$ cat src/rtl/muldiv_unit.sv
// rtl/muldiv_unit.sv - iterative RV32M multiply/divide unit with abort
module muldiv_unit #(
   parameter int XLEN  = 32,
   parameter int CNT_W = $clog2(XLEN)
) (
   input  logic            CLK,
   input  logic            RESET,
   input  logic            START,
   input  logic [2:0]      FUNC3,
   input  logic [XLEN-1:0] OPERAND_A,
   input  logic [XLEN-1:0] OPERAND_B,
   input  logic            KILL,
   output logic            BUSY,
   output logic            DONE,
   output logic [XLEN-1:0] RESULT
);

   typedef enum logic [1:0] {IDLE, PREP, CALC, FINAL} state_t;

   state_t            state;
   state_t            state_nxt;
   logic [2:0]        func_q;
   logic [XLEN-1:0]   a_q;
   logic [XLEN-1:0]   b_q;
   logic [XLEN-1:0]   op_q;
   logic [2*XLEN-1:0] acc;
   logic              neg_q;
   logic [CNT_W-1:0]  cnt;

   logic              is_div;
   logic              a_signed;
   logic              b_signed;
   logic              sign_a;
   logic              sign_b;
   logic [XLEN-1:0]   abs_a;
   logic [XLEN-1:0]   abs_b;
   logic              b_zero;
   logic              ovf;
   logic              special;
   logic [XLEN:0]     mul_sum;
   logic [2*XLEN-1:0] mul_next;
   logic [XLEN:0]     div_r;
   logic [XLEN:0]     div_diff;
   logic [2*XLEN-1:0] div_next;
   logic [2*XLEN-1:0] prod;
   logic [XLEN-1:0]   div_mag;
   logic [XLEN-1:0]   div_res;
   logic [XLEN-1:0]   final_res;

   assign BUSY = (state != IDLE);

   // operand decode, one shift-add / shift-subtract step, and result fix-up
   always_comb begin
      is_div    = func_q[2];
      a_signed  = (func_q == 3'b001) || (func_q == 3'b010) || (func_q == 3'b100) || (func_q == 3'b110);
      b_signed  = (func_q == 3'b001) || (func_q == 3'b100) || (func_q == 3'b110);
      sign_a    = a_signed && a_q[XLEN-1];
      sign_b    = b_signed && b_q[XLEN-1];
      abs_a     = sign_a ? -a_q : a_q;
      abs_b     = sign_b ? -b_q : b_q;
      b_zero    = (b_q == '0);
      ovf       = ((func_q == 3'b100) || (func_q == 3'b110)) &&
                  (a_q == {1'b1, {(XLEN-1){1'b0}}}) && (b_q == {XLEN{1'b1}});
      special   = is_div && (b_zero || ovf);

      mul_sum   = {1'b0, acc[2*XLEN-1:XLEN]} + {1'b0, (acc[0] ? op_q : {XLEN{1'b0}})};
      mul_next  = {mul_sum, acc[XLEN-1:1]};

      // remainder lives in the upper half, dividend/quotient bits in the lower half
      div_r     = {acc[2*XLEN-1:XLEN], acc[XLEN-1]};
      div_diff  = div_r - {1'b0, op_q};
      div_next  = div_diff[XLEN] ? {div_r[XLEN-1:0], acc[XLEN-2:0], 1'b0}
                                 : {div_diff[XLEN-1:0], acc[XLEN-2:0], 1'b1};

      prod      = neg_q ? -acc : acc;
      div_mag   = func_q[1] ? acc[2*XLEN-1:XLEN] : acc[XLEN-1:0];
      div_res   = neg_q ? -div_mag : div_mag;
      if (is_div)
         final_res = div_res;
      else if (func_q[1:0] == 2'b00)
         final_res = prod[XLEN-1:0];
      else
         final_res = prod[2*XLEN-1:XLEN];
   end

   // state register
   always_ff @(posedge CLK) begin
      if (RESET)
         state <= IDLE;
      else
         state <= state_nxt;
   end

   // next-state logic; KILL overrides every transition
   always_comb begin
      state_nxt = state;
      case (state)
         IDLE:    if (START) state_nxt = PREP;
         PREP:    state_nxt = special ? FINAL : CALC;
         CALC:    if (cnt == '0) state_nxt = FINAL;
         FINAL:   state_nxt = IDLE;
         default: state_nxt = IDLE;
      endcase
      if (KILL)
         state_nxt = IDLE;
   end

   // datapath: operand capture, preparation, iteration and result register
   always_ff @(posedge CLK) begin
      if (RESET) begin
         func_q <= '0;
         a_q    <= '0;
         b_q    <= '0;
         op_q   <= '0;
         acc    <= '0;
         neg_q  <= 1'b0;
         cnt    <= '0;
         DONE   <= 1'b0;
         RESULT <= '0;
      end else begin
         DONE <= 1'b0;
         case (state)
            IDLE: begin
               if (START && !KILL) begin
                  func_q <= FUNC3;
                  a_q    <= OPERAND_A;
                  b_q    <= OPERAND_B;
               end
            end
            PREP: begin
               if (special) begin
                  // preload acc so FINAL's normal selection yields the fixed answer
                  neg_q <= 1'b0;
                  if (b_zero)
                     acc <= {a_q, {XLEN{1'b1}}};
                  else
                     acc <= {{XLEN{1'b0}}, 1'b1, {(XLEN-1){1'b0}}};
               end else begin
                  op_q  <= is_div ? abs_b : abs_a;
                  acc   <= {{XLEN{1'b0}}, (is_div ? abs_a : abs_b)};
                  neg_q <= (is_div && func_q[1]) ? sign_a : (sign_a ^ sign_b);
                  cnt   <= CNT_W'(XLEN-1);
               end
            end
            CALC: begin
               acc <= is_div ? div_next : mul_next;
               cnt <= cnt - 1'b1;
            end
            FINAL: begin
               if (!KILL) begin
                  RESULT <= final_res;
                  DONE   <= 1'b1;
               end
            end
            default: ;
         endcase
      end
   end

endmodule

$ cat config.mk
export PLATFORM = sky130hd
export DESIGN_NAME = muldiv_unit
export DESIGN_NICKNAME = d
export VERILOG_FILES = /design/src/rtl/muldiv_unit.sv
export SDC_FILE = /design/constraint.sdc
export NUM_CORES = 1
export LEC_CHECK = 0
export ABC_AREA = 1
export CAP_MARGIN = 20
export CORE_UTILIZATION = 47
export CTS_CLUSTER_SIZE = 14
export DETAILED_ROUTE_END_ITERATION = 7
export PLACE_DENSITY_LB_ADDON = 0.3
export SLEW_MARGIN = 5
export SYNTH_ARGS = -nofsm -noshare
export SYNTH_HDL_FRONTEND = slang
export SYNTH_SLANG_ARGS = --single-unit
export TNS_END_PERCENT = 100
$ cat constraint.sdc
create_clock -name CLK -period 3.1 [get_ports CLK]
set_input_delay 0.62 -clock CLK [delete_from_list [all_inputs] [get_ports CLK]]
set_output_delay 0.62 -clock CLK [all_outputs]
set_load 0.02 [all_outputs]
==> results of run 1 <==
[final cells by class]
class / count / share of cell area
tap: 585 / 0.0311
clock inverter: 6 / 0.00218
inverter: 470 / 0.0750
sequential: 204 / 0.174
timing repair buffer: 229 / 0.0886
multi-input combinational: 2923 / 0.600
clock buffer: 34 / 0.0297
[state kept, by name (all words and copies together) (netlist names)]
register  cells
RESULT       32
acc          64
DONE          1
cnt           5
func_q        3
a_q          32
state         2
b_q          32
neg_q         1
op_q         32
[critical path, delay by kind of cell (launching register included)]
family | cells | cell delay (ns)
simple gates | 13 | 1.12
compound gates | 2 | 0.20
fa+ha+maj | 1 | 0.44
flops | 1 | 0.49
buf+inv | 3 | 0.41
[cells in the mapped netlist, drive strengths merged]
cell type / instances
o31ai: 5
clkbuf: 103
nand3: 259
and2: 2
o211ai: 14
o21bai: 9
ha: 75
fa: 2
a211oi: 2
buf: 56
xor2: 66
nand4: 67
nor4: 13
o21a: 4
a21boi: 2
dfxtp: 204
nand2: 1125
or2: 8
a31oi: 16
o22ai: 1
inv: 466
nand3b: 12
xnor2: 19
nor3: 43
o311ai: 1
and3: 1
nor2: 393
a21oi: 379
a21o: 4
clkinv: 4
o21ai: 399
nor3b: 2
[per-layer routing]
metal  wire, um  vias up  GRT usage
met5          9        -          0
met4       5920        2      0.223
met3       9390      268     0.0672
met2      38300     1429      0.610
met1      38900    11400      0.553
li1           -    12400          -
[how the worst max path moves through the flow]
| stage | from | end | slack, ns | depth (start not counted) |
|---|---|---|---|---|
| final | acc[32]$_SDFFE_PP0P_ | acc[36]$_SDFFE_PP0P_ | 0.25 | 19 |
| after floorplan | acc[31]$_SDFFE_PP0P_ | acc[39]$_SDFFE_PP0P_ | 0.60 | 21 |
| after global placement | acc[32]$_SDFFE_PP0P_ | acc[34]$_SDFFE_PP0P_ | 0.34 | 19 |
| after CTS | acc[32]$_SDFFE_PP0P_ | acc[37]$_SDFFE_PP0P_ | 0.29 | 19 |
| after detailed placement | acc[32]$_SDFFE_PP0P_ | acc[37]$_SDFFE_PP0P_ | 0.31 | 19 |
| after global routing | acc[32]$_SDFFE_PP0P_ | acc[41]$_SDFFE_PP0P_ | 0.003 | 19 |
[per-stage QoR]
stage / util / hold slack [ns] / area (um2) / instances / total power [mW]
5_1_grt: 0.545 / 0.472 / 23600 / 4451 / 11.3
6_report: 0.545 / 0.460 / 23600 / 4451 / 10.8
3_5_place_dp: 0.527 / 0.454 / 22800 / 4411 / 7.81
2_1_floorplan: - / 0.450 / 20700 / 3756 / 6.21
3_3_place_gp: 0.527 / 0.452 / 22800 / 4411 / 7.85
4_1_cts: 0.545 / 0.462 / 23600 / 4451 / 10.6
[power groups by stage]
stage	Clock [mW]	Sequential [mW]	Combinational [mW]
after detailed placement	0	3.12	4.69
after global placement	0	3.12	4.73
after global routing	2.92	3.09	5.33
after floorplan	0	3.02	3.19
final	2.81	3.08	4.89
after CTS	2.83	3.06	4.72
[what timing repair did]
action,4_1_cts,5_1_grt
buffers inserted,0,0
resized for setup,0,1
setup endpoints to repair,0,1
[cells by family after synthesis]
family | after synthesis
xor gates and xnor gates | 85
AOI/OAI and AO/OA | 836
and+or+nand+nor | 1925
buffers and inverters | 629
DFF | 204
adders and majority gates | 77
==> out/qor_table.md, run 1 <==
| Result | Value | Unit |
|---|---|---|
| Data arrival at the endpoint of the critical path | 3.27 | ns |
| Most frequent standard cell in the layout excluding fill and tap cells | nand2_1 | - |
| Die area | 0.0449 | mm2 |
| Cell with the largest stage delay on the worst path | dfxtp_1 | - |
| Overall track demand over capacity in global routing | 0.407 | - |
| Minimum clock period | 2.85 | ns |
| Synthesized net count | 3904 | - |
| Arithmetic-cell share of the synthesized area counting full adders, half adders and majority gates | 0.0473 | - |
| Type of the most critical hold path | reg -> reg | - |
| Chip Height | 212 | um |
| Number of buffers on the longest clock path | 3 | - |
| Post-Synth XOR/XNOR Area | 0.0360 | - |
| Mux share of post-synthesis cell area | 0 | - |
| Leading cell types in the layout, fill and taps excluded | 1111 x nand2_1, 448 x inv_1, 381 x nor2_1 | - |
| Unique cell type count in the Yosys netlist | 53 | - |
| Worst VDD drop | 0.507 | mV |
| Max Fclk | 351 | MHz |
| Clock transition at the registers of the reported paths | 0.06 | ns |
| Max-cap check violation count | 0 | - |
| Post-Route Setup TNS | 0 | ns |
| Comb power frac | 0.454 | - |
| Kind of critical path | reg -> reg | - |
| Detailed-route wire length per cell | 20.8 | um |
| TritonCTS clock tree | yes | - |
| Share of layout cells above drive strength 1 | 0.0616 | - |
| Final clock period utilization by the worst path | 0.920 | - |
| Part of the power in registers | 0.286 | - |
| Main combinational cell family by area after synthesis | simple AND/OR/NAND/NOR gates | - |
| Reg-to-reg startpoint | acc[32]$_SDFFE_PP0P_ | - |
| Sequential cell area | 0.00409 | mm2 |
| Number of cells produced by synthesis | 3756 | - |
| Avg Cell Area, Syn | 5.51 | um2 |
| CORE AREA | 0.0433 | mm2 |
| Count of final hold-check violations | 0 | - |
| Share of the synthesized area in the top cell type | 0.201 | - |
| Pre-CTS worst setup slack | 0.307 | ns |
| Antenna diode count | 0 | - |
| Worst-Skew Late Latency | 0.58 | ns |
| Synth Cell Area | 0.0207 | mm2 |
| Routed Antenna Nets | 0 | - |
| Std cell rows | 76 | - |
| Final weighted congestion of routability-driven global placement | 1.10 | - |
| Ordered cell list for the critical path | inv_1 -> fa_1 -> inv_1 -> nand3_1 -> nand2_2 -> nand2_1 -> nand2_2 -> nand2_1 -> nand2_2 -> nand2_2 -> nand2_1 -> nand2_2 -> nand2_4 -> buf_12 -> nand2_1 -> nand2_1 -> nor2_1 -> o21ai_1 -> a21oi_1 | - |
| Slack of the critical path | 0.248 | ns |
| Total grt overflow | 0 | - |
| Detailed router's first-iteration violation count | 3324 | - |
| Pin count of the biggest net entering global routing | 188 | - |
| Number of cell instances on the worst register-to-register path | 19 | - |
| Boundary Pins | 105 | - |
| Worst reg2reg path endpoint | acc[36]$_SDFFE_PP0P_ | - |
| Power per cell area | 458 | mW/mm2 |
| Outcome | finished, final reports clean | - |
| Via count of the first global-routing pass | 23000 | - |
| Clock sink count | 204 | - |
| Critical path fanouts, max | 27 | - |
| Static Leakage | 11.1 | nW |
| Port bufs | 104 | - |
| R2R setup slack | 0.25 | ns |
| Layout Nets | 4001 | - |
| Worst Hold Endpoint | RESULT[18]$_SDFFE_PP0P_ | - |
| Cell at the root of the clock tree | clkbuf_16 | - |
| Startpoint types | flip-flop | - |
| Transition time of the tightest slew-check pin | 0.960 | ns |
| Final Max Tran Viols | 0 | - |
| Total of endpoints with negative setup slack in the final report | 0 | - |
| Iteration count of the initial detailed-routing pass | 8 | - |
| Yosys warnings | 0 | - |
| Worst Path Required | 3.52 | ns |
| Antenna violations before repair | 1 | - |
| CP max stage delay | 0.49 | ns |
| Fill count | 4730 | - |
| P_sw | 4.94 | mW |
| Internal power contribution | 5.85 | mW |
| Sequential-to-total area share from yosys stat | 0.197 | - |
| Effective utilization at floorplan | 0.479 | - |
| Switching part of the total power | 0.458 | - |
| CTS Buf Count | 25 | - |
| Drt drc | 0 | - |
| Biggest area contributors in the synthesized netlist | nand2_1 20%, dfxtp_1 20%, a21oi_1 9.1%, o21ai_0 8.3%, inv_1 8.1% | - |
| Setup clock skew after layout | 0.0210 | ns |
| DIE WIDTH | 212 | um |
| Post-Route WL | 92600 | um |
| CTS hold repair buffers | 0 | - |
| Wire length of the first global-routing pass | 138000 | um |
| Post-synthesis compound-gate area fraction | 0.209 | - |
| Via density per instance | 5.73 | - |
| Multi-input combinational cell area | 0.0141 | mm2 |
| Part of the power in the clock network | 0.261 | - |
| Number of flip-flops and latches in the synthesized netlist | 204 | - |
| HPWL reported at the end of detailed placement | 75100 | um |
| Setup repair after global routing missed its margin | false | - |
| Simple-gate share of the synthesized area | 0.389 | - |
| Via count | 25500 | - |
| Syn-to-layout area delta | 13.8 | % |
| Number of stages on the worst hold path | 2 | - |
| Biggest area consumer among synthesized cells | nand2_1 | - |
| Hold_sp | RESULT[18]$_SDFFE_PP0P_ | - |
| Worst slew margin relative to its limit | 0.358 | - |
| Number of H-tree levels | 1 | - |
| Critical path endpoint category | flip-flop | - |
No activity file was read; power rests on OpenSTA's default activity.
==> run 2: changes to the inputs <==
- clock period: 3.1 -> 2.4 ns (I/O delays scaled with it)
==> run 2 against run 1 <==
Net effect: the run now ends with setup timing left; highest routed layer unchanged; sequential power up 26%; critical path depth down 1; first-iteration DRC count down 7.1%; clock skew down 0.0010 ns; critical path type unchanged; cell count up 12%; register-to-register slack worse by 0.53 ns; largest cell class unchanged; routed wire length up 10%; non-clock buffer count up 537; die area unchanged; clock power up 49%; global-route usage up 3.2 points; combinational power up 83%.
==> out/qor_table.md, run 2 (same netlist as run 1, synthesis figures left out) <==
| Result | Value | Unit | Delta |
|---|---|---|---|
| Final weighted congestion of routability-driven global placement | 1.14 | - | +3.8% |
| Drt drc | 0 | - | unchanged |
| Final Max Tran Viols | 0 | - | unchanged |
| Count of final hold-check violations | 0 | - | unchanged |
| Max-cap check violation count | 0 | - | unchanged |
| Pre-CTS worst setup slack | -0.294 | ns | -0.601 ns |
| Post-layout instance count excluding filler cells | 4997 | - | +12% |
| Total grt overflow | 0 | - | unchanged |
| Minimum clock period | 2.68 | ns | -0.171 ns |
| Die area | 0.0449 | mm2 | unchanged |
| Switching part of the total power | 0.433 | - | -0.0250 |
| Via count of the first global-routing pass | 25300 | - | +10% |
| Data arrival at the endpoint of the critical path | 3.20 | ns | -0.07 ns |
| Post-Route Setup TNS | -4.97 | ns | -4.97 ns |
| Detailed-route wire length per cell | 20.5 | um | -1.6% |
| Pin count of the biggest net entering global routing | 123 | - | -35% |
| Detailed router's first-iteration violation count | 3087 | - | -7.1% |
| Transition time of the tightest slew-check pin | 0.788 | ns | -0.172 ns |
| Number of H-tree levels | 1 | - | unchanged |
| Antenna violations before repair | 3 | - | +2 |
| Clock sink count | 204 | - | unchanged |
| Leading cell types in the layout, fill and taps excluded | 1040 x nand2_1, 619 x buf_4, 424 x inv_1 | - |  |
| Number of buffers on the longest clock path | 3 | - | unchanged |
| Boundary Pins | 105 | - | unchanged |
| Max Fclk | 373 | MHz | +6.4% |
| Worst VDD drop | 0.605 | mV | +19% |
| CTS hold repair buffers | 0 | - | unchanged |
| Part of the power in the clock network | 0.246 | - | -0.015 |
| Smallest hold slack | 0.463 | ns | +0.00296 ns |
| HPWL reported at the end of detailed placement | 79600 | um | +5.9% |
| Total of endpoints with negative setup slack in the final report | 35 | - | +35 |
| Max FFs per register | 64 | - | unchanged |
| Comb power frac | 0.526 | - | +0.072 |
| Chip Height | 212 | um | unchanged |
| Cell at the root of the clock tree | clkbuf_16 | - |  |
| Part of the power in registers | 0.228 | - | -0.058 |
| Port bufs | 104 | - | unchanged |
| R2R setup slack | -0.28 | ns | -0.53 ns |
| Worst Path Required | 2.92 | ns | -0.60 ns |
| Startpoint types | flip-flop | - |  |
| Via count | 28100 | - | +10% |
| Iteration count of the initial detailed-routing pass | 7 | - | -1 |
| Failing checks | setup timing | - |  |
| Worst reg2reg path endpoint | acc[35]$_SDFFE_PP0P_ | - |  |
| Setup repair after global routing missed its margin | true | - |  |
| Reg-to-reg startpoint | op_q[29]$_SDFFE_PP0P_ | - |  |
| Overall track demand over capacity in global routing | 0.439 | - | +0.0322 |
| Placed Instances | 4907 | - | +11% |
| Final clock period utilization by the worst path | 1.12 | - | +0.197 |
| TritonCTS clock tree | yes | - |  |
| Effective utilization at floorplan | 0.479 | - | unchanged |
| Syn-to-layout area delta | 43.7 | % |  |
| Worst-Skew Late Latency | 0.59 | ns | about the same |
| Number of stages on the worst hold path | 2 | - | unchanged |
| Worst slew margin relative to its limit | 0.469 | - | +0.112 |
| Slack of the critical path | -0.281 | ns | -0.529 ns |
| Cell area after placement | 0.0267 | mm2 | +17% |
| Setup clock skew after layout | 0.0200 | ns | -0.00102 ns |
| Fin area | 0.0297 | mm2 | +26% |
| DIE WIDTH | 212 | um | unchanged |
| Via density per instance | 5.62 | - | -1.9% |
| Critical path endpoint category | flip-flop | - |  |
| Number of cell instances on the worst register-to-register path | 18 | - | -1 |
| Worst Hold Endpoint | RESULT[17]$_SDFFE_PP0P_ | - |  |
| Layout Nets | 4539 | - | +13% |
| Share of layout cells above drive strength 1 | 0.252 | - | +0.191 |
| Clock transition at the registers of the reported paths | 0.06 | ns | about the same |
| Most frequent standard cell in the layout excluding fill and tap cells | nand2_1 | - |  |
| Post-Route WL | 102000 | um | +10% |
| CORE AREA | 0.0433 | mm2 | unchanged |
| Outcome | finished with violations | - |  |
| Std cell rows | 76 | - | unchanged |
| Kind of critical path | reg -> reg | - |  |
| CTS Buf Count | 26 | - | +4.0% |
| Largest register by flop count | acc | - |  |
| Power per cell area | 572 | mW/mm2 | +25% |
| Static Leakage | 14.2 | nW | +28% |
| Critical path fanouts, max | 7 | - | -74% |
| P_sw | 7.36 | mW | +49% |
| Internal power contribution | 9.65 | mW | +65% |
| Wire length of the first global-routing pass | 149000 | um | +7.4% |
| Routed Antenna Nets | 0 | - | unchanged |
| Core occupancy in the finished layout | 0.688 | - | +0.143 |
| Overall power after layout | 17.0 | mW | +58% |
| Hold_sp | RESULT[17]$_SDFFE_PP0P_ | - |  |
| Type of the most critical hold path | reg -> reg | - |  |
[run 2: cell count changes in the layout (fill, tap and decap cells not counted), moves of 34 or more]
cell	before	now
buf_4	116	619
ha_1	74	30
ha_4	0	39
nand2_1	1111	1040
nand2_2	12	72
nand3_1	255	217
nand3_2	3	37
nor2_1	381	325
nor2_2	10	50
o21ai_0	345	295
o21ai_1	51	87
[run 2: critical path, stage by stage, from the launching register on]
cell	delay (ns)
dfxtp_1	0.32
inv_1	0.20
ha_4	0.26
nand2_1	0.10
a21oi_1	0.09
nor2_1	0.16
nand2_1	0.10
a21oi_1	0.12
buf_4	0.17
nand2_2	0.08
nand2_4	0.09
nand2_8	0.09
buf_12	0.16
buf_16	0.14
o21ai_4	0.16
nand2_1	0.07
nand2_1	0.09
nand2_1	0.06
a21oi_2	0.12
[run 2: layout make-up]
| cell class | count | area [um2] |
|---|---|---|
| diodes | 1 | 2.50 |
| clock buffers | 32 | 713 |
| clock inverters | 16 | 190 |
| fillers | 3999 | 13500 |
| inverters | 470 | 1790 |
| multi-input cells | 2923 | 15700 |
| flip-flops and latches | 204 | 4130 |
| well taps | 585 | 732 |
| repair buffers | 766 | 6490 |
[run 2: repair_timing]
item / in CTS / in global routing
cloned: 3 / 3
setup endpoints to repair: 58 / 107
buffers inserted: 19 / 17
pin swaps: 37 / 81
resized for setup: 123 / 325
[run 2: power groups by stage]
stage	combinational [mW]	sequential, mW	clock, mW
after floorplan	4.12	3.90	0
after global placement	7.47	3.92	0
after detailed placement	7.49	3.93	0
after CTS	8.06	3.86	4.19
after global routing	9.56	3.91	4.32
final	8.95	3.89	4.18
[run 2: how the worst max path moves through the flow]
| stage | start | endpoint | slack [ns] |
|---|---|---|---|
| after floorplan | acc[31]$_SDFFE_PP0P_ | acc[39]$_SDFFE_PP0P_ | 0.01 |
| after global placement | acc[0]$_SDFFE_PP0P_ | acc[50]$_SDFFE_PP0P_ | -0.29 |
| after detailed placement | acc[0]$_SDFFE_PP0P_ | acc[50]$_SDFFE_PP0P_ | -0.29 |
| after CTS | acc[31]$_SDFFE_PP0P_ | acc[35]$_SDFFE_PP0P_ | -0.18 |
| after global routing | op_q[29]$_SDFFE_PP0P_ | acc[35]$_SDFFE_PP0P_ | -0.31 |
| final | op_q[29]$_SDFFE_PP0P_ | acc[35]$_SDFFE_PP0P_ | -0.28 |
[run 2: per-layer routing]
metal  track usage  routed length, um  share of wire
met2         0.654              42800           0.42
met1         0.569              40700           0.40
met5             0                 13        0.00013
met4         0.256               6960          0.068
met3         0.114              11800           0.11
